$ cat config.mk
export PLATFORM = sky130hd
export DESIGN_NAME = example_sdiv_seq_21s_14s
export DESIGN_NICKNAME = d
export VERILOG_FILES = /design/src/rtl/example_sdiv_seq_21s_14s.sv
export SDC_FILE = /design/constraint.sdc
export NUM_CORES = 1
export LEC_CHECK = 0
export CAP_MARGIN = 20
export CELL_PAD_IN_SITES_DETAIL_PLACEMENT = 0
export CELL_PAD_IN_SITES_GLOBAL_PLACEMENT = 1
export CORE_ASPECT_RATIO = 1.25
export CORE_MARGIN = 1
export CORE_UTILIZATION = 46
export CTS_BUF_LIST = sky130_fd_sc_hd__clkbuf_8
export DETAILED_ROUTE_END_ITERATION = 8
export GPL_TIMING_DRIVEN = 0
export PLACE_DENSITY_LB_ADDON = 0.3
export REMOVE_ABC_BUFFERS = 1
export SKIP_CTS_REPAIR_TIMING = 1
export SLEW_MARGIN = 20
export SYNTH_ARGS = -nofsm -noshare
export SYNTH_HDL_FRONTEND = slang
export SYNTH_SLANG_ARGS = --single-unit
$ cat constraint.sdc
create_clock -name ap_clk -period 3.6 [get_ports ap_clk]
set_input_delay 0.72 -clock ap_clk [delete_from_list [all_inputs] [get_ports ap_clk]]
set_output_delay 0.72 -clock ap_clk [all_outputs]
set_load 0.02 [all_outputs]
$ cat src/rtl/example_sdiv_seq_21s_14s.sv
// Iterative signed divider: dout = din0 / din1, rem = din0 % din1, truncating toward zero.
// Radix-2 restoring core, one quotient bit per cycle, ap_start/ap_done multicycle unit.
//
// Handshake: ap_start is sampled only on an edge where ce=1 and ap_idle=1 (IDLE or DONE);
// din0/din1 are captured on that same edge. ap_done is a single-cycle pulse (stretched
// only while ce=0) and dout/rem/div_by_zero are valid from it until the next ap_done.
// ap_start seen while busy (ap_idle=0) is dropped, not queued.
module example_sdiv_seq_21s_14s #(
    parameter int ID         = 1,
    parameter int din0_WIDTH = 21,
    parameter int din1_WIDTH = 14,
    parameter int dout_WIDTH = 21,
    parameter int NUM_STAGE  = 22
) (
    input  logic                  ap_clk,
    input  logic                  ap_rst,
    input  logic                  ce,
    input  logic                  ap_start,
    input  logic [din0_WIDTH-1:0] din0,
    input  logic [din1_WIDTH-1:0] din1,
    output logic                  ap_idle,
    output logic                  ap_done,
    output logic [dout_WIDTH-1:0] dout,
    output logic [din1_WIDTH-1:0] rem,
    output logic                  div_by_zero,
    output logic [1:0]            dbg_state
);

    localparam int W0 = din0_WIDTH;
    localparam int W1 = din1_WIDTH;
    localparam int CW = $clog2(din0_WIDTH);

    // Elaboration-time sanity on the parameter set.
    if (dout_WIDTH != din0_WIDTH) begin : g_bad_dout
        $error("dout_WIDTH must equal din0_WIDTH");
    end
    if (NUM_STAGE != din0_WIDTH + 1) begin : g_bad_stage
        $error("NUM_STAGE must equal din0_WIDTH+1");
    end
    if (ID < 0) begin : g_bad_id
        $error("ID must be non-negative");
    end

    typedef enum logic [1:0] {
        S_IDLE = 2'd0,
        S_CALC = 2'd1,
        S_FIX  = 2'd2,
        S_DONE = 2'd3
    } state_t;

    state_t          state;
    logic [CW-1:0]   cnt;
    logic [W0-1:0]   quo;      // dividend bits shift out of the top, quotient bits in at the bottom
    logic [W1:0]     prem;     // partial remainder, one bit wider than the divisor
    logic [W1-1:0]   dvs;      // divisor magnitude
    logic            sign_q;
    logic            sign_r;
    logic            zero;

    logic [W0-1:0]   a_mag;
    logic [W1-1:0]   b_mag;
    logic [W1:0]     shifted;
    logic [W1:0]     trial;
    logic            take;
    logic [W0-1:0]   q_signed;
    logic [W1-1:0]   r_signed;

    assign dbg_state = state;

    // Operand magnitudes: an N-bit unsigned value holds 2^(N-1) exactly, so |most-negative| is safe.
    always_comb begin
        a_mag = din0[W0-1] ? (~din0 + 1'b1) : din0;
        b_mag = din1[W1-1] ? (~din1 + 1'b1) : din1;
    end

    // One restoring step plus the final sign fix-up of quotient and remainder.
    always_comb begin
        shifted  = {prem[W1-1:0], quo[W0-1]};
        trial    = shifted - {1'b0, dvs};
        take     = (shifted >= {1'b0, dvs});
        q_signed = sign_q ? (~quo + 1'b1) : quo;
        r_signed = sign_r ? (~prem[W1-1:0] + 1'b1) : prem[W1-1:0];
    end

    // Control FSM and datapath; ce=0 freezes everything, reset overrides ce.
    always_ff @(posedge ap_clk) begin
        if (ap_rst) begin
            state       <= S_IDLE;
            ap_idle     <= 1'b1;
            ap_done     <= 1'b0;
            dout        <= '0;
            rem         <= '0;
            div_by_zero <= 1'b0;
            cnt         <= '0;
            quo         <= '0;
            prem        <= '0;
            dvs         <= '0;
            sign_q      <= 1'b0;
            sign_r      <= 1'b0;
            zero        <= 1'b0;
        end else if (ce) begin
            case (state)
                S_IDLE, S_DONE: begin
                    ap_done <= 1'b0;
                    if (ap_start) begin
                        quo     <= a_mag;
                        dvs     <= b_mag;
                        prem    <= '0;
                        sign_q  <= din0[W0-1] ^ din1[W1-1];
                        sign_r  <= din0[W0-1];
                        zero    <= (din1 == '0);
                        cnt     <= CW'(W0 - 1);
                        ap_idle <= 1'b0;
                        state   <= S_CALC;
                    end else begin
                        ap_idle <= 1'b1;
                        state   <= S_IDLE;
                    end
                end
                S_CALC: begin
                    prem <= take ? trial : shifted;
                    quo  <= {quo[W0-2:0], take};
                    cnt  <= cnt - 1'b1;
                    if (cnt == '0) begin
                        state <= S_FIX;
                    end
                end
                S_FIX: begin
                    // A zero divisor leaves an all-ones quotient in the core; report zeros instead.
                    dout        <= zero ? '0 : q_signed;
                    rem         <= zero ? '0 : r_signed;
                    div_by_zero <= zero;
                    ap_done     <= 1'b1;
                    ap_idle     <= 1'b1;
                    state       <= S_DONE;
                end
                default: begin
                    state <= S_IDLE;
                end
            endcase
        end
    end

endmodule

==> run metrics, run 1 <==
most instantiated flip-flop cell in the synthesis netlist sky130_fd_sc_hd__dfxtp_1; final cell count without fillers around 970; Critical Path Source Type register; via count 5,422; crit share post-route a little over four fifths; gpl congestion approximately 0.9; Syn Std Cell Area a little under 6000 um2; Max IR drop VDD ~0.23 mV; Total Power Consumption ~2.7 mW; number of synthesized register bits between 90 and 100; Via-to-Cell Ratio between 5 and 6; HPWL after detailed placement between 10,000 and 15,000 um; area of placed instances slightly below 7000 um2; cell with the biggest individual delay on the critical path sky130_fd_sc_hd__nor3_2; Horiz. Die Dim 103.1 um; cells taking the most area after synthesis sky130_fd_sc_hd__dfxtp_1, sky130_fd_sc_hd__nand2_1, sky130_fd_sc_hd__xor2_1; power spent charging and discharging nets approximately 0.91 mW; delay of the slowest cell on the worst path 0.61 ns; sequential fraction of design power a little over two fifths; wire length of the first global-routing pass 23,650 um; count of flip-flops with a built-in enable after synthesis 0; share of the synthesized area in the top cell type about 33%; yosys warns 0; power share of the combinational group approximately 28%; static leakage around 2.5 nW; Post-DRT Antenna Nets 0; number of cell rows 45; number of buffers between clock root and the deepest sink 2; status finished clean; Crit path required time 3.89 ns; buffers added on ports just under 80; max layer used met4; path category of the worst min-delay check reg -> reg; wire length the detailed router placed on met1 a little under 6000 um; Worst Slack Setup Final about 0.58 ns; height of the chip 128.4 um; boundary pin count between 70 and 80; TritonCTS sink count slightly below 100; clock latency at the later pin of the worst-skew pair approximately 0.38 ns; post-placement cell count between 900 and 1,000; relative slew slack between 20% and 30%; Hold Fails Final Rpt 0; CTS Root Cell sky130_fd_sc_hd__clkbuf_8; routed wire length about 14,000 um; area overhead of the layout relative to synthesis 18.32%; average cell area after synthesis between 7 and 8 um2; Worst Path Arrival 3.32 ns; internal power component ~1.8 mW; pre-CTS setup slack around 0.21 ns; via count of the first global-routing pass about 5,000; FFs w/ async S/R, synth 0%; final routed wire length divided by cell count around 15 um; most common cell after layout, fill and taps aside sky130_fd_sc_hd__nand2_1; proportion of total power due to net switching about 33%; GR Overflow Total 0; critical path cell sequence inv_1 -> ha_1 -> mux2_2 -> nand2_1 -> nor3_2 -> buf_4 -> nand2_1 -> o31a_1 -> o31ai_1; Layout Cell Area excl Fill between 6000 and 7000 um2; Tightest Pin Transition between 1 and 1.5 ns; proportion of layout cells with a drive suffix above 1 slightly above 4%; Crit Path Class reg -> reg; total met2 wirelength after detailed routing 7855 um; sequential fraction of the synthesis area between 30% and 40%; Synth area leader sky130_fd_sc_hd__dfxtp_1; global routing usage summed across all routing layers between 20% and 30%; number of buffers inserted during clock tree synthesis 9; antenna violations before repair 0; post-synthesis cell count ~750; Detailed Routing Iterations Pass 1 4; Highest Clock Rate 330.7 MHz; max-capacitance violation count 0; accumulated negative setup slack 0 ns; highest net fanout along the worst path 25; most frequent cells in the layout sky130_fd_sc_hd__nand2_1, sky130_fd_sc_hd__dfxtp_1, sky130_fd_sc_hd__clkdlybuf4s50_1; number of diodes added for antenna fixing 0; Worst Clk Skew approximately 0.015 ns; total DRC errors in the routed layout 0; Iter 0 DRT Violations 220; H-tree depth reported by CTS 3; CP dominant cell by count sky130_fd_sc_hd__nand2_1; clock share of power ~28%; largest net degree at the start of global routing ~70; Period minus WS final 3.024 ns; DIE AREA 13,240 um2; clock-pin slew of the registers on the worst-case setup and hold paths about 0.10 ns; type of destination of the critical path register; total count of max-transition violations in the final report 0; area of the core between 10,000 and 15,000 um2; unrepaired setup endpoints after global routing no; final net count 860; wire length on met3 around 350 um; Initial Utilization ~48%; number of unique standard cell types used by synthesis 55; total power divided by cell area ~400 nW/um2; TritonCTS clock tree done; final setup vio count 0
## per-stage QoR
stage,hold slack (ns),util [%]
after floorplan,0.4507,-
after CTS,0.4639,56.34
after detailed placement,0.4425,54.57
after global placement,0.4352,54.32
final,0.4575,56.42
after global routing,0.4853,56.42
## layout make-up
class | instances | area (um2)
sequential | 97 | 1942
fill | 1146 | 5374
multi-input combinational | 573 | 3660
clock inverter | 7 | 93.84
timing repair buffer | 80 | 797.0
clock buffer | 9 | 123.9
inverter | 36 | 135.1
tap | 164 | 205.2
## final timing paths
path                                   from                    to  slack [ns]  cells past startpoint
hold reg to reg         rem[8]$_SDFFE_PP0P_   rem[8]$_SDFFE_PP0P_        0.46                      2
hold / removal          rem[8]$_SDFFE_PP0P_   rem[8]$_SDFFE_PP0P_        0.46                      2
setup reg to reg  dbg_state[0]$_SDFFE_PP0P_  prem[9]$_SDFFE_PP0P_        0.58                      9
setup / recovery  dbg_state[0]$_SDFFE_PP0P_  prem[9]$_SDFFE_PP0P_        0.58                      9
## logic make-up after synthesis
logic type | count (synthesis) | share of synthesized area, %
compound gates | 208 | 23.49
xor+xnor | 73 | 10.87
fa+ha+maj | 24 | 5.235
buf+inv | 78 | 5.150
flops | 97 | 33.03
mux | 11 | 1.894
simple gates | 257 | 20.32
## cell usage after synthesis, types with 10 or more instances
library cell	number
sky130_fd_sc_hd__nand2_1	107
sky130_fd_sc_hd__dfxtp_1	97
sky130_fd_sc_hd__nor2_1	61
sky130_fd_sc_hd__o21ai_0	55
sky130_fd_sc_hd__xor2_1	44
sky130_fd_sc_hd__a21oi_1	40
sky130_fd_sc_hd__inv_1	35
sky130_fd_sc_hd__clkbuf_1	32
sky130_fd_sc_hd__xnor2_1	29
sky130_fd_sc_hd__o211ai_1	24
sky130_fd_sc_hd__ha_1	23
sky130_fd_sc_hd__o31ai_1	22
sky130_fd_sc_hd__a211oi_1	17
sky130_fd_sc_hd__a22oi_1	14
sky130_fd_sc_hd__nor3_1	14
sky130_fd_sc_hd__or3_1	12
sky130_fd_sc_hd__nand2b_1	11
sky130_fd_sc_hd__nand3_1	11
sky130_fd_sc_hd__mux2i_1	10
sky130_fd_sc_hd__or4_1	10
## per-layer routing
metal	global-route usage [%]	vias up
li1	-	2747
met1	25.22	2570
met2	42.55	80
met3	2.988	25
met4	9.611	0
met5	0	-
## registers in the layout, indices dropped and copies added (netlist names)
register,count
ap_done,1
ap_idle,1
cnt,5
dbg_state,2
div_by_zero,1
dout,21
dvs,14
prem,14
quo,21
rem,14
sign_q,1
sign_r,1
zero,1
## power by group through the flow
stage / Sequential (mW) / Combinational (mW) / Clock (mW)
after floorplan: 1.21 / 0.521 / 0
after global placement: 1.22 / 0.755 / 0
after detailed placement: 1.22 / 0.772 / 0
after CTS: 1.19 / 0.776 / 0.789
after global routing: 1.21 / 0.866 / 0.833
final: 1.20 / 0.775 / 0.777
## worst max-delay path, delay by kind of cell, from the launching register on
| family | cells | cell delay [ns] |
|---|---|---|
| AO/OA/AOI/OAI | 2 | 0.31 |
| adder cells (fa/ha/maj) | 1 | 0.38 |
| AND/OR/NAND/NOR | 3 | 1.19 |
| flip-flops | 1 | 0.43 |
| multiplexers | 1 | 0.27 |
| buffers and inverters | 2 | 0.37 |
(Power assumes the default switching activity.)
==> run 2, diff against run 1 <==
--- a/config.mk
+++ b/config.mk
@@ -10,7 +10,7 @@
 export CELL_PAD_IN_SITES_GLOBAL_PLACEMENT = 1
 export CORE_ASPECT_RATIO = 1.25
 export CORE_MARGIN = 1
-export CORE_UTILIZATION = 46
+export CORE_UTILIZATION = 42
 export CTS_BUF_LIST = sky130_fd_sc_hd__clkbuf_8
 export DETAILED_ROUTE_END_ITERATION = 8
 export GPL_TIMING_DRIVEN = 0
==> constraint.sdc (replaced) <==
create_clock -name ap_clk -period 3.2 [get_ports ap_clk]
set_input_delay 0.64 -clock ap_clk [delete_from_list [all_inputs] [get_ports ap_clk]]
set_output_delay 0.64 -clock ap_clk [all_outputs]
set_load 0.02 [all_outputs]
==> run 2 against run 1 <==
Final cell count is 1.1% higher; critical path depth is 3 lower; combinational power is 13% higher; sequential power is 13% higher; global-route usage is 2.0 points lower; via count is 1.7% lower; cell area is 0.50% higher; utilization is 5.6 points lower; critical endpoint is now prem[2]$_SDFFE_PP0P_; largest power group unchanged.
==> run metrics, run 2 (synthesis results as in run 1) <==
status finished clean (unchanged); max-capacitance violation count 0 (unchanged); Max IR drop VDD 0.1985 mV (was 0.2312 mV); wire length of the first global-routing pass 23,890 um (was 23,650 um); HPWL after detailed placement 11,010 um (about the same); Hold Fails Final Rpt 0 (unchanged); Detailed Routing Iterations Pass 1 6 (was 4); proportion of layout cells with a drive suffix above 1 4.489% (was 4.115%); Crit path depth 6 (was 9); total power divided by cell area 446.9 nW/um2 (was 395.0 nW/um2); power share of the combinational group 28.0% (was 28.2%); H-tree depth reported by CTS 3 (unchanged); number of diodes added for antenna fixing 0 (unchanged); Crit Path Class reg -> reg (unchanged); boundary pin count 79 (unchanged); Worst Path Arrival 3.13 ns (was 3.32 ns); TritonCTS clock tree done (unchanged); via count of the first global-routing pass 5,083 (was 5,032); worst setup path endpoint prem[2]$_SDFFE_PP0P_ (was prem[9]$_SDFFE_PP0P_); Post-DRT Antenna Nets 0 (unchanged); global routing usage summed across all routing layers 20.67% (was 22.71%); power spent charging and discharging nets 1.032 mW (was 0.9116 mW); Initial Utilization 42.75% (was 47.68%); height of the chip 134.3 um (was 128.4 um); cell with the biggest individual delay on the critical path sky130_fd_sc_hd__and2_1 (was sky130_fd_sc_hd__nor3_2); final routed wire length divided by cell count 14.76 um (was 14.87 um); slack of the worst reg-to-reg path 0.33 ns (was 0.58 ns); number of buffers between clock root and the deepest sink 2 (unchanged); gpl congestion 0.8890 (was 0.8775); clock-pin slew of the registers on the worst-case setup and hold paths 0.10 ns (about the same); number of cells traversed by the worst register-to-register path 6 (was 9); most common cell after layout, fill and taps aside sky130_fd_sc_hd__nand2_1 (unchanged); count of cells along the worst hold path 2 (unchanged); first element of the critical path dbg_state[0]$_SDFFE_PP0P_ (unchanged); total DRC errors in the routed layout 0 (unchanged); Highest Clock Rate 348.5 MHz (was 330.7 MHz); Total Power Consumption 3.124 mW (was 2.748 mW); capturing point of the worst reg2reg path prem[2]$_SDFFE_PP0P_ (was prem[9]$_SDFFE_PP0P_); startpoint of the worst register-to-register path dbg_state[0]$_SDFFE_PP0P_ (unchanged); critical path cell sequence inv_1 -> ha_1 -> mux2_2 -> and2_1 -> nand3_1 -> o311ai_0 (was inv_1 -> ha_1 -> mux2_2 -> nand2_1 -> nor3_2 -> buf_4 -> nand2_1 -> o31a_1 -> o31ai_1); area of the core 13,750 um2 (was 12,330 um2); sequential fraction of design power 43.1% (was 43.5%); crit share post-route 89.66% (was 83.99%); number of cell rows 48 (was 45); type of destination of the critical path register (unchanged); FILL cells 1,363 (was 1,146); largest net degree at the start of global routing 68 (unchanged); Iter 0 DRT Violations 232 (was 220); area overhead of the layout relative to synthesis 18.92% (was 18.32%); Period minus WS final 2.869 ns (was 3.024 ns); Via-to-Cell Ratio 5.456 (was 5.613); buffers added on ports 78 (unchanged); unrepaired setup endpoints after global routing no (unchanged); relative slew slack 28.97% (was 29.29%); largest registers dout: 21 flops, quo: 21 flops (unchanged); static leakage 2.529 nW (was 2.516 nW); Hold Worst Slack 0.4587 ns (was 0.4575 ns); proportion of total power due to net switching 33.03% (was 33.17%); TritonCTS sink count 97 (unchanged); Worst Clk Skew 0.01251 ns (was 0.01456 ns); delay of the slowest cell on the worst path 0.84 ns (was 0.61 ns); final setup vio count 0 (unchanged); most frequent cells in the layout sky130_fd_sc_hd__nand2_1, sky130_fd_sc_hd__dfxtp_1, sky130_fd_sc_hd__clkdlybuf4s50_1 (unchanged); total count of max-transition violations in the final report 0 (unchanged); via count 5,331 (was 5,422); clock share of power 29.0% (was 28.3%); number of buffers inserted during clock tree synthesis 9 (unchanged); crit path buf inv count 1 (was 2); antenna violations before repair 0 (unchanged); Horiz. Die Dim 107.8 um (was 103.1 um); highest net fanout along the worst path 22 (was 25); final core utilization 50.84% (was 56.42%); final net count 860 (unchanged); Critical Path Source Type register (unchanged); GR Overflow Total 0 (unchanged); path category of the worst min-delay check reg -> reg (unchanged); clock latency at the later pin of the worst-skew pair 0.37 ns (was 0.38 ns); Tightest Pin Transition 1.065 ns (was 1.057 ns); Worst path top cell family by delay simple AND/OR/NAND/NOR gates (unchanged); internal power component 2.092 mW (was 1.836 mW); DIE AREA 14,480 um2 (was 13,240 um2); routed wire length 14,420 um (was 14,370 um); Crit path required time 3.47 ns (was 3.89 ns); CTS Root Cell sky130_fd_sc_hd__clkbuf_8 (unchanged)
-- run 2: cell count changes in the layout (fill, tap and decap cells not counted), sizes merged --
cell | before | now
inv | 37 | 36
clkbuf | 9 | 10
clkinv | 3 | 4
clkinvlp | 1 | 0
-- run 2: power by group through the flow --
stage                     clock network (mW)  registers (mW)  logic, mW
after global placement                     0            1.37      0.853
after CTS                              0.932            1.35      0.877
final                                  0.906            1.35      0.874
after detailed placement                   0            1.37      0.872
after floorplan                            0            1.36      0.586
after global routing                   0.975            1.36      0.982
-- run 2: layout make-up --
cell class	count	area (um2)	share of cell area, %
Inverter	36	135.1	1.933
Clock inverter	6	90.09	1.288
Clock buffer	10	137.6	1.969
Tap cell	175	219.0	3.132
Timing Repair Buffer	80	797.0	11.40
Multi-Input combinational cell	573	3671	52.51
Sequential cell	97	1942	27.77
-- run 2: worst min-delay path by stage --
stage	from	slack [ns]	endpoint
3_5_place_dp	rem[11]$_SDFFE_PP0P_	0.44	rem[11]$_SDFFE_PP0P_
5_1_grt	rem[11]$_SDFFE_PP0P_	0.49	rem[11]$_SDFFE_PP0P_
2_1_floorplan	dvs[0]$_SDFFE_PP0P_	0.45	dvs[0]$_SDFFE_PP0P_
3_3_place_gp	rem[13]$_SDFFE_PP0P_	0.43	rem[13]$_SDFFE_PP0P_
4_1_cts	rem[11]$_SDFFE_PP0P_	0.47	rem[11]$_SDFFE_PP0P_
6_report	rem[11]$_SDFFE_PP0P_	0.46	rem[11]$_SDFFE_PP0P_
-- run 2: worst min-delay path, stage by stage, from the launching register on --
cell	delay [ns]
sky130_fd_sc_hd__dfxtp_1	0.33
sky130_fd_sc_hd__nand2_1	0.04
sky130_fd_sc_hd__o21ai_0	0.05
-- run 2: metrics by stage --
step                setup TNS, ns  instance area [um2]  instances  worst slack (ns)
floorplan                  -5.235                 5712        706           -0.4709
global placement           -54.23                 6711        959            -1.962
detailed placement         -1.175                 6743        961           -0.2437
CTS                       -0.9819                 6970        977           -0.2196
global route                    0                 6992        977           0.02335
finish                          0                 6992        977            0.3309
-- run 2: metal layers --
layer / track usage, % / vias to the layer above / share of wire, %
met3: 2.915 / 30 / 2.3
met5: 0 / - / 0
met4: 8.752 / 0 / 2.8
met2: 38.50 / 83 / 54
met1: 23.04 / 2469 / 41
li1: - / 2749 / -
